$ cat config.mk
export PLATFORM = sky130hd
export DESIGN_NAME = mem_bus_arbiter_flat
export DESIGN_NICKNAME = d
export VERILOG_FILES = /design/src/rtl/mem_bus_arbiter_if.sv /design/src/rtl/mem_bus_arbiter.sv /design/src/flat_wrapper.sv
export SDC_FILE = /design/constraint.sdc
export NUM_CORES = 1
export LEC_CHECK = 0
export BUFFER_PORTS_ARGS = -buffer_cell sky130_fd_sc_hd__buf_4
export CORE_AREA = 2 2 322 324
export CTS_CLUSTER_DIAMETER = 30
export DETAILED_ROUTE_END_ITERATION = 8
export DIE_AREA = 0 0 324 326
export GPL_ROUTABILITY_DRIVEN = 0
export HOLD_SLACK_MARGIN = 0.08
export SLEW_MARGIN = 10
export SYNTH_ARGS = -nofsm -noshare
export SYNTH_HDL_FRONTEND = slang
export SYNTH_SLANG_ARGS = --single-unit
$ cat constraint.sdc
create_clock -name clk -period 1.9 [get_ports clk]
set_input_delay 0.285 -clock clk [delete_from_list [all_inputs] [get_ports clk]]
set_output_delay 0.285 -clock clk [all_outputs]
set_load 0.01 [all_outputs]
$ cat src/rtl/mem_bus_arbiter_if.sv
// Signal bundle linking the two cache requesters, the arbiter and the memory model.
// The slave modport is the arbiter's view; master is the surrounding environment.
interface mem_bus_arbiter_if #(
  parameter int MEM_ADDR_SIZE   = 19,
  parameter int CACHE_LINE_SIZE = 16
);
  localparam int LINE_W = CACHE_LINE_SIZE * 8;

  logic [MEM_ADDR_SIZE-1:0] req0_addr;
  logic [1:0]               req0_cmd;
  logic [LINE_W-1:0]        req0_wdata;
  logic [LINE_W-1:0]        req0_rdata;
  logic                     req0_resp;
  logic                     req0_err;

  logic [MEM_ADDR_SIZE-1:0] req1_addr;
  logic [1:0]               req1_cmd;
  logic [LINE_W-1:0]        req1_wdata;
  logic [LINE_W-1:0]        req1_rdata;
  logic                     req1_resp;
  logic                     req1_err;

  logic [MEM_ADDR_SIZE-1:0] mem_addr;
  logic [1:0]               mem_cmd;
  logic [LINE_W-1:0]        mem_wdata;
  logic [LINE_W-1:0]        mem_rdata;
  logic                     mem_resp;

  modport slave (
    input  req0_addr, req0_cmd, req0_wdata,
    input  req1_addr, req1_cmd, req1_wdata,
    input  mem_rdata, mem_resp,
    output req0_rdata, req0_resp, req0_err,
    output req1_rdata, req1_resp, req1_err,
    output mem_addr, mem_cmd, mem_wdata
  );

  modport master (
    output req0_addr, req0_cmd, req0_wdata,
    output req1_addr, req1_cmd, req1_wdata,
    output mem_rdata, mem_resp,
    input  req0_rdata, req0_resp, req0_err,
    input  req1_rdata, req1_resp, req1_err,
    input  mem_addr, mem_cmd, mem_wdata
  );
endinterface

$ cat src/rtl/mem_bus_arbiter.sv
// Round-robin arbiter sharing the C2 memory bus between data and instruction caches.
// Define MEM_BUS_ARBITER_TIMEOUT_EN to enable the WAIT-state watchdog.
module mem_bus_arbiter #(
  parameter int MEM_ADDR_SIZE   = 19,
  parameter int CACHE_LINE_SIZE = 16,
  parameter int TIMEOUT_CYCLES  = 255
) (
  input  logic             clk,
  input  logic             rst_n,
  mem_bus_arbiter_if.slave bus
);
  localparam int         LINE_W   = CACHE_LINE_SIZE * 8;
  localparam logic [1:0] CMD_NOP  = 2'd0;
  localparam logic [1:0] CMD_READ = 2'd2;

  typedef enum logic [1:0] {
    ST_IDLE  = 2'd0,
    ST_ISSUE = 2'd1,
    ST_WAIT  = 2'd2,
    ST_RESP  = 2'd3
  } state_t;

  state_t                   state_r;
  state_t                   state_nxt_s;
  logic                     rr_r;
  logic                     grant_r;
  logic                     rd_r;
  logic [MEM_ADDR_SIZE-1:0] mem_addr_r;
  logic [1:0]               mem_cmd_r;
  logic [LINE_W-1:0]        mem_wdata_r;
  logic [LINE_W-1:0]        req0_rdata_r;
  logic [LINE_W-1:0]        req1_rdata_r;
  logic                     req0_resp_r;
  logic                     req1_resp_r;
  logic                     req0_err_r;
  logic                     req1_err_r;
  logic                     req0_v_s;
  logic                     req1_v_s;
  logic                     sel_s;
  logic                     tmo_s;
  logic                     done_s;
  logic [LINE_W-1:0]        rsp_data_s;

  // Commands 2 and 3 are the only real requests, so bit 1 marks a valid request.
  assign req0_v_s   = bus.req0_cmd[1];
  assign req1_v_s   = bus.req1_cmd[1];
  assign sel_s      = (req0_v_s && req1_v_s) ? rr_r : req1_v_s;
  assign done_s     = (state_r == ST_WAIT) && (bus.mem_resp || tmo_s);
  assign rsp_data_s = (bus.mem_resp && rd_r) ? bus.mem_rdata : {LINE_W{1'b0}};

`ifdef MEM_BUS_ARBITER_TIMEOUT_EN
  localparam logic [7:0] TMO_LAST_C = 8'(TIMEOUT_CYCLES - 1);
  logic [7:0] wdog_r;

  // Watchdog: cleared on the edge entering WAIT, advanced on every WAIT cycle.
  always_ff @(posedge clk or negedge rst_n) begin
    if (!rst_n) begin
      wdog_r <= 8'd0;
    end else if (state_r == ST_ISSUE) begin
      wdog_r <= 8'd0;
    end else if (state_r == ST_WAIT) begin
      wdog_r <= wdog_r + 8'd1;
    end
  end

  // A real response on the expiry edge takes priority over the timeout.
  assign tmo_s = (state_r == ST_WAIT) && !bus.mem_resp && (wdog_r == TMO_LAST_C);
`else
  localparam int TIMEOUT_UNUSED_C = TIMEOUT_CYCLES;
  assign tmo_s = 1'b0;
`endif

  // State register.
  always_ff @(posedge clk or negedge rst_n) begin
    if (!rst_n) begin
      state_r <= ST_IDLE;
    end else begin
      state_r <= state_nxt_s;
    end
  end

  // Next-state decode.
  always_comb begin
    state_nxt_s = state_r;
    case (state_r)
      ST_IDLE: begin
        if (req0_v_s || req1_v_s) begin
          state_nxt_s = ST_ISSUE;
        end else begin
          state_nxt_s = ST_IDLE;
        end
      end
      ST_ISSUE: state_nxt_s = ST_WAIT;
      ST_WAIT: begin
        if (done_s) begin
          state_nxt_s = ST_RESP;
        end else begin
          state_nxt_s = ST_WAIT;
        end
      end
      ST_RESP: state_nxt_s = ST_IDLE;
      default: state_nxt_s = ST_IDLE;
    endcase
  end

  // Grant capture, memory command forwarding and requester response registers.
  always_ff @(posedge clk or negedge rst_n) begin
    if (!rst_n) begin
      rr_r         <= 1'b0;
      grant_r      <= 1'b0;
      rd_r         <= 1'b0;
      mem_addr_r   <= {MEM_ADDR_SIZE{1'b0}};
      mem_cmd_r    <= CMD_NOP;
      mem_wdata_r  <= {LINE_W{1'b0}};
      req0_rdata_r <= {LINE_W{1'b0}};
      req1_rdata_r <= {LINE_W{1'b0}};
      req0_resp_r  <= 1'b0;
      req1_resp_r  <= 1'b0;
      req0_err_r   <= 1'b0;
      req1_err_r   <= 1'b0;
    end else begin
      case (state_r)
        ST_IDLE: begin
          if (req0_v_s || req1_v_s) begin
            grant_r     <= sel_s;
            mem_addr_r  <= sel_s ? bus.req1_addr  : bus.req0_addr;
            mem_cmd_r   <= sel_s ? bus.req1_cmd   : bus.req0_cmd;
            mem_wdata_r <= sel_s ? bus.req1_wdata : bus.req0_wdata;
            rd_r        <= (sel_s ? bus.req1_cmd : bus.req0_cmd) == CMD_READ;
          end
        end
        ST_ISSUE: mem_cmd_r <= CMD_NOP;
        ST_WAIT: begin
          if (done_s && grant_r) begin
            req1_rdata_r <= rsp_data_s;
            req1_resp_r  <= 1'b1;
            req1_err_r   <= tmo_s;
          end else if (done_s) begin
            req0_rdata_r <= rsp_data_s;
            req0_resp_r  <= 1'b1;
            req0_err_r   <= tmo_s;
          end
        end
        ST_RESP: begin
          req0_resp_r <= 1'b0;
          req1_resp_r <= 1'b0;
          req0_err_r  <= 1'b0;
          req1_err_r  <= 1'b0;
          rr_r        <= ~grant_r;
        end
        default: mem_cmd_r <= CMD_NOP;
      endcase
    end
  end

  assign bus.mem_addr   = mem_addr_r;
  assign bus.mem_cmd    = mem_cmd_r;
  assign bus.mem_wdata  = mem_wdata_r;
  assign bus.req0_rdata = req0_rdata_r;
  assign bus.req0_resp  = req0_resp_r;
  assign bus.req0_err   = req0_err_r;
  assign bus.req1_rdata = req1_rdata_r;
  assign bus.req1_resp  = req1_resp_r;
  assign bus.req1_err   = req1_err_r;
endmodule

$ cat src/flat_wrapper.sv
// flat-port wrapper written by rule: the top's interface ports become plain ports
module mem_bus_arbiter_flat 
#(
  parameter int MEM_ADDR_SIZE   = 19,
  parameter int CACHE_LINE_SIZE = 16,
  parameter int TIMEOUT_CYCLES  = 255
)
  (clk, rst_n, bus_req0_addr, bus_req0_cmd, bus_req0_wdata, bus_req1_addr, bus_req1_cmd, bus_req1_wdata, bus_mem_rdata, bus_mem_resp, bus_req0_rdata, bus_req0_resp, bus_req0_err, bus_req1_rdata, bus_req1_resp, bus_req1_err, bus_mem_addr, bus_mem_cmd, bus_mem_wdata);
  mem_bus_arbiter_if #(.MEM_ADDR_SIZE(MEM_ADDR_SIZE), .CACHE_LINE_SIZE(CACHE_LINE_SIZE)) bus_i ();
  input  logic clk;
  input  logic rst_n;
  input wire logic [$bits(bus_i.req0_addr)-1:0] bus_req0_addr;
  input wire logic [$bits(bus_i.req0_cmd)-1:0] bus_req0_cmd;
  input wire logic [$bits(bus_i.req0_wdata)-1:0] bus_req0_wdata;
  input wire logic [$bits(bus_i.req1_addr)-1:0] bus_req1_addr;
  input wire logic [$bits(bus_i.req1_cmd)-1:0] bus_req1_cmd;
  input wire logic [$bits(bus_i.req1_wdata)-1:0] bus_req1_wdata;
  input wire logic [$bits(bus_i.mem_rdata)-1:0] bus_mem_rdata;
  input wire logic [$bits(bus_i.mem_resp)-1:0] bus_mem_resp;
  output wire logic [$bits(bus_i.req0_rdata)-1:0] bus_req0_rdata;
  output wire logic [$bits(bus_i.req0_resp)-1:0] bus_req0_resp;
  output wire logic [$bits(bus_i.req0_err)-1:0] bus_req0_err;
  output wire logic [$bits(bus_i.req1_rdata)-1:0] bus_req1_rdata;
  output wire logic [$bits(bus_i.req1_resp)-1:0] bus_req1_resp;
  output wire logic [$bits(bus_i.req1_err)-1:0] bus_req1_err;
  output wire logic [$bits(bus_i.mem_addr)-1:0] bus_mem_addr;
  output wire logic [$bits(bus_i.mem_cmd)-1:0] bus_mem_cmd;
  output wire logic [$bits(bus_i.mem_wdata)-1:0] bus_mem_wdata;
  assign bus_i.req0_addr = bus_req0_addr;
  assign bus_i.req0_cmd = bus_req0_cmd;
  assign bus_i.req0_wdata = bus_req0_wdata;
  assign bus_i.req1_addr = bus_req1_addr;
  assign bus_i.req1_cmd = bus_req1_cmd;
  assign bus_i.req1_wdata = bus_req1_wdata;
  assign bus_i.mem_rdata = bus_mem_rdata;
  assign bus_i.mem_resp = bus_mem_resp;
  assign bus_req0_rdata = bus_i.req0_rdata;
  assign bus_req0_resp = bus_i.req0_resp;
  assign bus_req0_err = bus_i.req0_err;
  assign bus_req1_rdata = bus_i.req1_rdata;
  assign bus_req1_resp = bus_i.req1_resp;
  assign bus_req1_err = bus_i.req1_err;
  assign bus_mem_addr = bus_i.mem_addr;
  assign bus_mem_cmd = bus_i.mem_cmd;
  assign bus_mem_wdata = bus_i.mem_wdata;
  mem_bus_arbiter #(.MEM_ADDR_SIZE(MEM_ADDR_SIZE), .CACHE_LINE_SIZE(CACHE_LINE_SIZE), .TIMEOUT_CYCLES(TIMEOUT_CYCLES)) u_core (.clk(clk), .rst_n(rst_n), .bus(bus_i));
endmodule
After elaboration in Yosys (flattened, before gate mapping)
Index checks and enable logic that the tools add are counted.
Widths: inputs -> output; s select.
{"block": "classes", "n_mul": 0, "n_addsub": 0, "shifts": 0, "mux": 20, "n_div": 0, "bitwise_logic": 2, "reduce_logical": 14, "n_lt_le_gt_ge": 0, "n_eq_ne": 8}
{"cell": "$mux 128", "count": 2}
{"cell": "$mux 19", "count": 1}
{"cell": "$mux 1", "count": 9}
{"cell": "$pmux 1 s2", "count": 4}
{"cell": "$pmux 2 s4", "count": 1}
{"cell": "$reduce_and 2->1", "count": 4}
{"cell": "$eq 2x2->1 const B", "count": 3}
{"cell": "$reduce_and 3->1", "count": 2}
{"cell": "$logic_and 1x1->1", "count": 4}
{"cell": "$mux 2", "count": 2}
{"cell": "$ne 2x1->1 const B", "count": 2}
{"cell": "$ne 2x2->1 const B", "count": 2}
{"cell": "$pmux 2 s2", "count": 1}
{"cell": "$reduce_bool 2->1", "count": 2}
{"cell": "$eq 2x1->1 const B", "count": 1}
{"cell": "$logic_not 2->1", "count": 1}
{"cell": "$not 1->1", "count": 2}
{"cell": "$logic_or 1x1->1", "count": 1}
{"block": "word_totals", "mem_count": 0, "mem_bits_ro": 0, "ramBits": 0, "latch_bits": 0, "word_cells": 57, "inputBits": 429, "output_inout_bits": 409, "reg_bits": 414}

Logic depth before layout (Yosys ltp)
{"block": "depth", "word_depth": 5, "ltp_mapped": 8}

Worst setup path before layout
No wires, ideal clock.
{"block": "synth_timing", "kind": "reg-to-reg", "startpoint": "register u_core.state_r[0]", "endpoint": "register u_core.req1_rdata_r[64], in the netlist u_core.bus.req1_rdata[64]", "path_slack_ns": 0.302, "t_arrival_ns": 1.465, "t_required_ns": 1.767, "period_less_slack_ns": 1.598, "setup_time_ns": 0.133, "path_stages_with_launch": 9, "path_cell_list": "dfrtp_1 > inv_1 > ha_1 > nand3_2 > buf_2 > buf_2 > buf_2 > nand2_1 > o21ai_0"}
{"block": "synth_between", "elab_chain_cells": 4}
{"element": "start: declaration", "line": "mem_bus_arbiter.sv:23", "source": "state_t state_r;"}
{"element": "start signal: assignment", "line": "mem_bus_arbiter.sv:78", "source": "state_r <= state_nxt_s;"}
{"element": "$eq 2x2->1 (*)", "line": "mem_bus_arbiter.sv:48, mem_bus_arbiter.sv:122"}
{"element": "$logic_and 1x1->1", "line": "mem_bus_arbiter.sv:48", "source": "assign done_s = (state_r == ST_WAIT) && (bus.mem_resp || tmo_s);"}
{"element": "$logic_and 1x1->1", "line": "mem_bus_arbiter.sv:134", "source": "if (done_s && grant_r) begin"}
{"element": "$reduce_and 2->1 (no line) (*)"}
{"element": "end signal: assignment", "line": "mem_bus_arbiter.sv:116", "source": "req1_rdata_r <= {LINE_W{1'b0}};"}
{"element": "end signal: assignment", "line": "mem_bus_arbiter.sv:135", "source": "req1_rdata_r <= rsp_data_s;"}
{"element": "end: declaration", "line": "mem_bus_arbiter.sv:32", "source": "logic [LINE_W-1:0] req1_rdata_r;"}
Mark *: on every way between the ends. The rest lies on a longest branch, timed or not.
A chain may end at the register's enable or synchronous reset.

Worst setup path in the final report
{"block": "layout_timing", "startpoint": "register u_core.state_r[0]", "endpoint": "register u_core.mem_wdata_r[64], in the netlist u_core.bus.mem_wdata[64]"}
{"block": "layout_between", "elab_chain_cells": 2}
{"element": "$logic_not 2->1", "line": "mem_bus_arbiter.sv:122", "source": "case (state_r)"}
{"element": "$reduce_and 2->1 (no line)"}
{"element": "end signal: assignment", "line": "mem_bus_arbiter.sv:114", "source": "mem_wdata_r <= {LINE_W{1'b0}};"}
{"element": "end signal: assignment", "line": "mem_bus_arbiter.sv:128", "source": "mem_wdata_r <= sel_s ? bus.req1_wdata : bus.req0_wdata;"}
{"element": "end: declaration", "line": "mem_bus_arbiter.sv:30", "source": "logic [LINE_W-1:0] mem_wdata_r;"}
No other way between the ends.

==> metrics.yaml <==
critical_path:
  timing.rr.end: "u_core.bus.mem_wdata[64]"
  worst-path-max-fanout: 32
  crit_path_cell_trace: "inv_1, ha_2, o21ai_4, buf_12, buf_4, a31oi_1, a21oi_1"
  cp_top_family: "buffers and inverters"
  path_class: "flip-flop to flip-flop"
  path_buf_inv: 3
  start_kind: "flip-flop"
  cp_data_arrival_time_ps: 2340
  cp-end-kind: "flip-flop"
  r2r-start: "u_core.state_r[0]"
  crit_slowest_cell: "dfrtp_1"
  slowest_delay_ps: 390
  r2r_slack_ps: 70
  reg2regPathDepth: 7
  required_ps: 2420
global_routing:
  grt_max_degree: 93
  grt_pass1_vias: 20700
  gr-total-overflow: 0
  grt_pass1_wl_um: 128000
  antenna_found_initial: 28
  grt_util_all_layers_pct: 15.9
cells_and_area:
  fill_cells: 10200
  multi_input_area_um2: 5970
  register_area_um2: 10300
  fin_nets: 3610
  syn_to_final_growth_pct: 97.3
  drive_gt1_share_pct: 35.3
  final_cells: 4666
  post-route-util_pct: 32.8
synthesis:
  yosysTopAreaCell: "dfrtp_1"
  yosysTopAreaCellShare_pct: 60.4
  synthTopCellsByArea: "dfrtp_1 (60%), o21ai_0 (12%), nand2_1 (8.5%), a31oi_1 (5.5%), a21oi_1 (4.4%)"
  avgSynthCellArea_um2: 9.23
  ys.flop_type: "dfrtp_1"
  yosysMostFrequentCell: "dfrtp_1"
  yosysWarnings: 0
  synthArstFlopShare_pct: 100
  syn_area_um2: 17100
  synthTopCellsByCount: "dfrtp_1 (412), o21ai_0 (401), nand2_1 (388)"
  synthCells: 1850
  synth_cell_types: 28
  synth-seq-cells: 412
  synth_edf_count: 0
  ys_seq_area_share_pct: 60.4
route:
  drc: 0
  vias_per_cell: 4.26
  ant_nets: 0
  drt_pass1_iterations: 5
  routed_wl_um: 88400
  dr_total_vias: 19900
  dr.first_iter.drc_count: 1338
  wl_per_cell_um: 18.9
floorplan:
  start_util_pct: 16.6
  die_y_um: 326
  core_area_um2: 103000
  die_width_um: 324
  io_pins: 838
  rows: 118
  dieArea_um2: 106000
power:
  ir_drop_mv: 0.915
  p_sw_uw: 19600
  power_frac_comb_pct: 37.9
  seq_power_share_pct: 28.4
  p_per_area_nw_per_um2: 1640
  clockPowerShare_pct: 33.7
  p_int_uw: 35600
  leakage_uw: 0.0155
  sw_frac_of_total_pct: 35.5
clock_network:
  cts_tree: "done"
  cts_root_buffer: "clkbuf_16"
  clock_sinks: 412
  cts_buffer_depth: 3
  clk_latency_ps: 650
  clkSlewWorstSetupHoldPaths_ps: 50
  htree_levels: 3
  numCtsBuffers: 101
timing:
  fin_ws_ps: 74.0
  hold_viol: 0
  max_freq_mhz: 548
  worstMarginPinSlew_ps: 580
  layout_min_cycle_time_ps: 1830
  setup_viol_count_final: 0
  timing.clock.skew_ps: 26.7
  finalCritPeriodShare_pct: 96.1
  drv_slew: 0
  finalSetupTns_ps: 0
  slew_headroom_pct: 61.3
  rsz0062_at_grt: "false"
placed_design:
  place_ws_ps: 58.6
  hpwlAfterDp_um: 62600
  numPortBuffers: 835
  place_inst: 4023
run_status:
  status: "completed"
hold_path:
  hp-class: "input pin to asynchronous set/reset pin"
run:
  maxCapViolCount: 0
==> state kept, by name (all words and copies together), names as in the netlist <==
register / cells
u_core.bus.req0_rdata: 128
u_core.grant_r: 1
u_core.bus.mem_addr: 19
u_core.rd_r: 1
u_core.state_r: 2
u_core.bus.req0_resp: 1
u_core.rr_r: 1
u_core.bus.mem_cmd: 2
u_core.bus.req1_rdata: 128
u_core.bus.req1_resp: 1
u_core.bus.mem_wdata: 128
==> kinds of logic (layout without fill, tap and decap cells) <==
| kind of cell | Yosys count | after routing | share of synthesized area, % |
|---|---|---|---|
| adder cells (fa/ha/maj) | 5 | 5 | 0.367 |
| flip-flops | 412 | 412 | 60.4 |
| AO/OA/AOI/OAI | 711 | 711 | 22.1 |
| buffers and inverters | 174 | 1586 | 4.91 |
| AND/OR/NAND/NOR | 547 | 547 | 12.2 |
| other | 1 | 25 | 0.0220 |
==> layout by cell type, fill, tap and decap left out, types with 12 or more instances in the layout <==
master / n
buf_4: 936
dlygate4sd3_1: 429
dfrtp_1: 412
o21ai_0: 401
nand2_1: 388
nor2_1: 151
a21oi_1: 151
a31oi_1: 148
clkbuf_16: 103
clkbuf_8: 26
buf_12: 24
diode_2: 23
bufinv_16: 15
clkinv_2: 12
clkbuf_1: 12
==> timing repair <==
item | 4_1_cts | 5_1_grt
endpoints found under the hold margin | 800 | 0
endpoints found under the setup margin | 0 | 87
hold buffers | 429 | 0
gates resized for setup | 0 | 3
setup buffers | 0 | 0
==> per-stage QoR <==
stage / power (uW) / instance area [um^2] / hold slack, ps
2_1_floorplan: 23600 / 17100 / -10.6
3_3_place_gp: 35300 / 25500 / 295
3_5_place_dp: 35600 / 25500 / 296
4_1_cts: 55300 / 33600 / 149
5_1_grt: 58200 / 33700 / 201
6_report: 55200 / 33700 / 232
==> layout make-up <==
cell class              instances  area share (%)
diodes                         23           0.171
clock buffers                 140            8.77
clock inverters                50            2.35
inverters                       4          0.0520
multi-input cells            1265            17.7
flip-flops and latches        412            30.6
well taps                    1380            5.13
repair buffers               1392            35.2
==> metal layers <==
| metal | vias to the layer above | GRT usage, % | wire length [um] | part of all wire (%) |
|---|---|---|---|---|
| met3 | 249 | 4.24 | 7170 | 8.1 |
| met2 | 1021 | 26.1 | 42600 | 48 |
| li1 | 9074 | - | - | - |
| met4 | 8 | 8.79 | 3680 | 4.2 |
| met1 | 9524 | 18.8 | 34900 | 39 |
| met5 | - | 0 | 53 | 0.060 |
==> power groups by stage <==
stage          sequential (uW)  combinational (uW)  clock (uW)
3_3_place_gp             15600               19700           0
6_report                 15700               20900       18600
2_1_floorplan            17100                6490           0
5_1_grt                  16100               22800       19300
4_1_cts                  15600               20800       18900
3_5_place_dp             15600               20000           0
==> worst max-delay path by stage <==
stage | start | to | slack [ps] | cells past startpoint
2_1_floorplan | u_core.state_r[0] | u_core.bus.req1_rdata[64] | 300 | 8
5_1_grt | u_core.state_r[0] | u_core.bus.mem_wdata[64] | 20 | 7
3_5_place_dp | u_core.state_r[0] | u_core.bus.req1_rdata[36] | 60 | 7
3_3_place_gp | u_core.state_r[0] | u_core.bus.req1_rdata[45] | 110 | 7
4_1_cts | u_core.state_r[0] | u_core.bus.req1_rdata[12] | 2 | 6
6_report | u_core.state_r[0] | u_core.bus.mem_wdata[64] | 70 | 7
(Power assumes the default switching activity.)
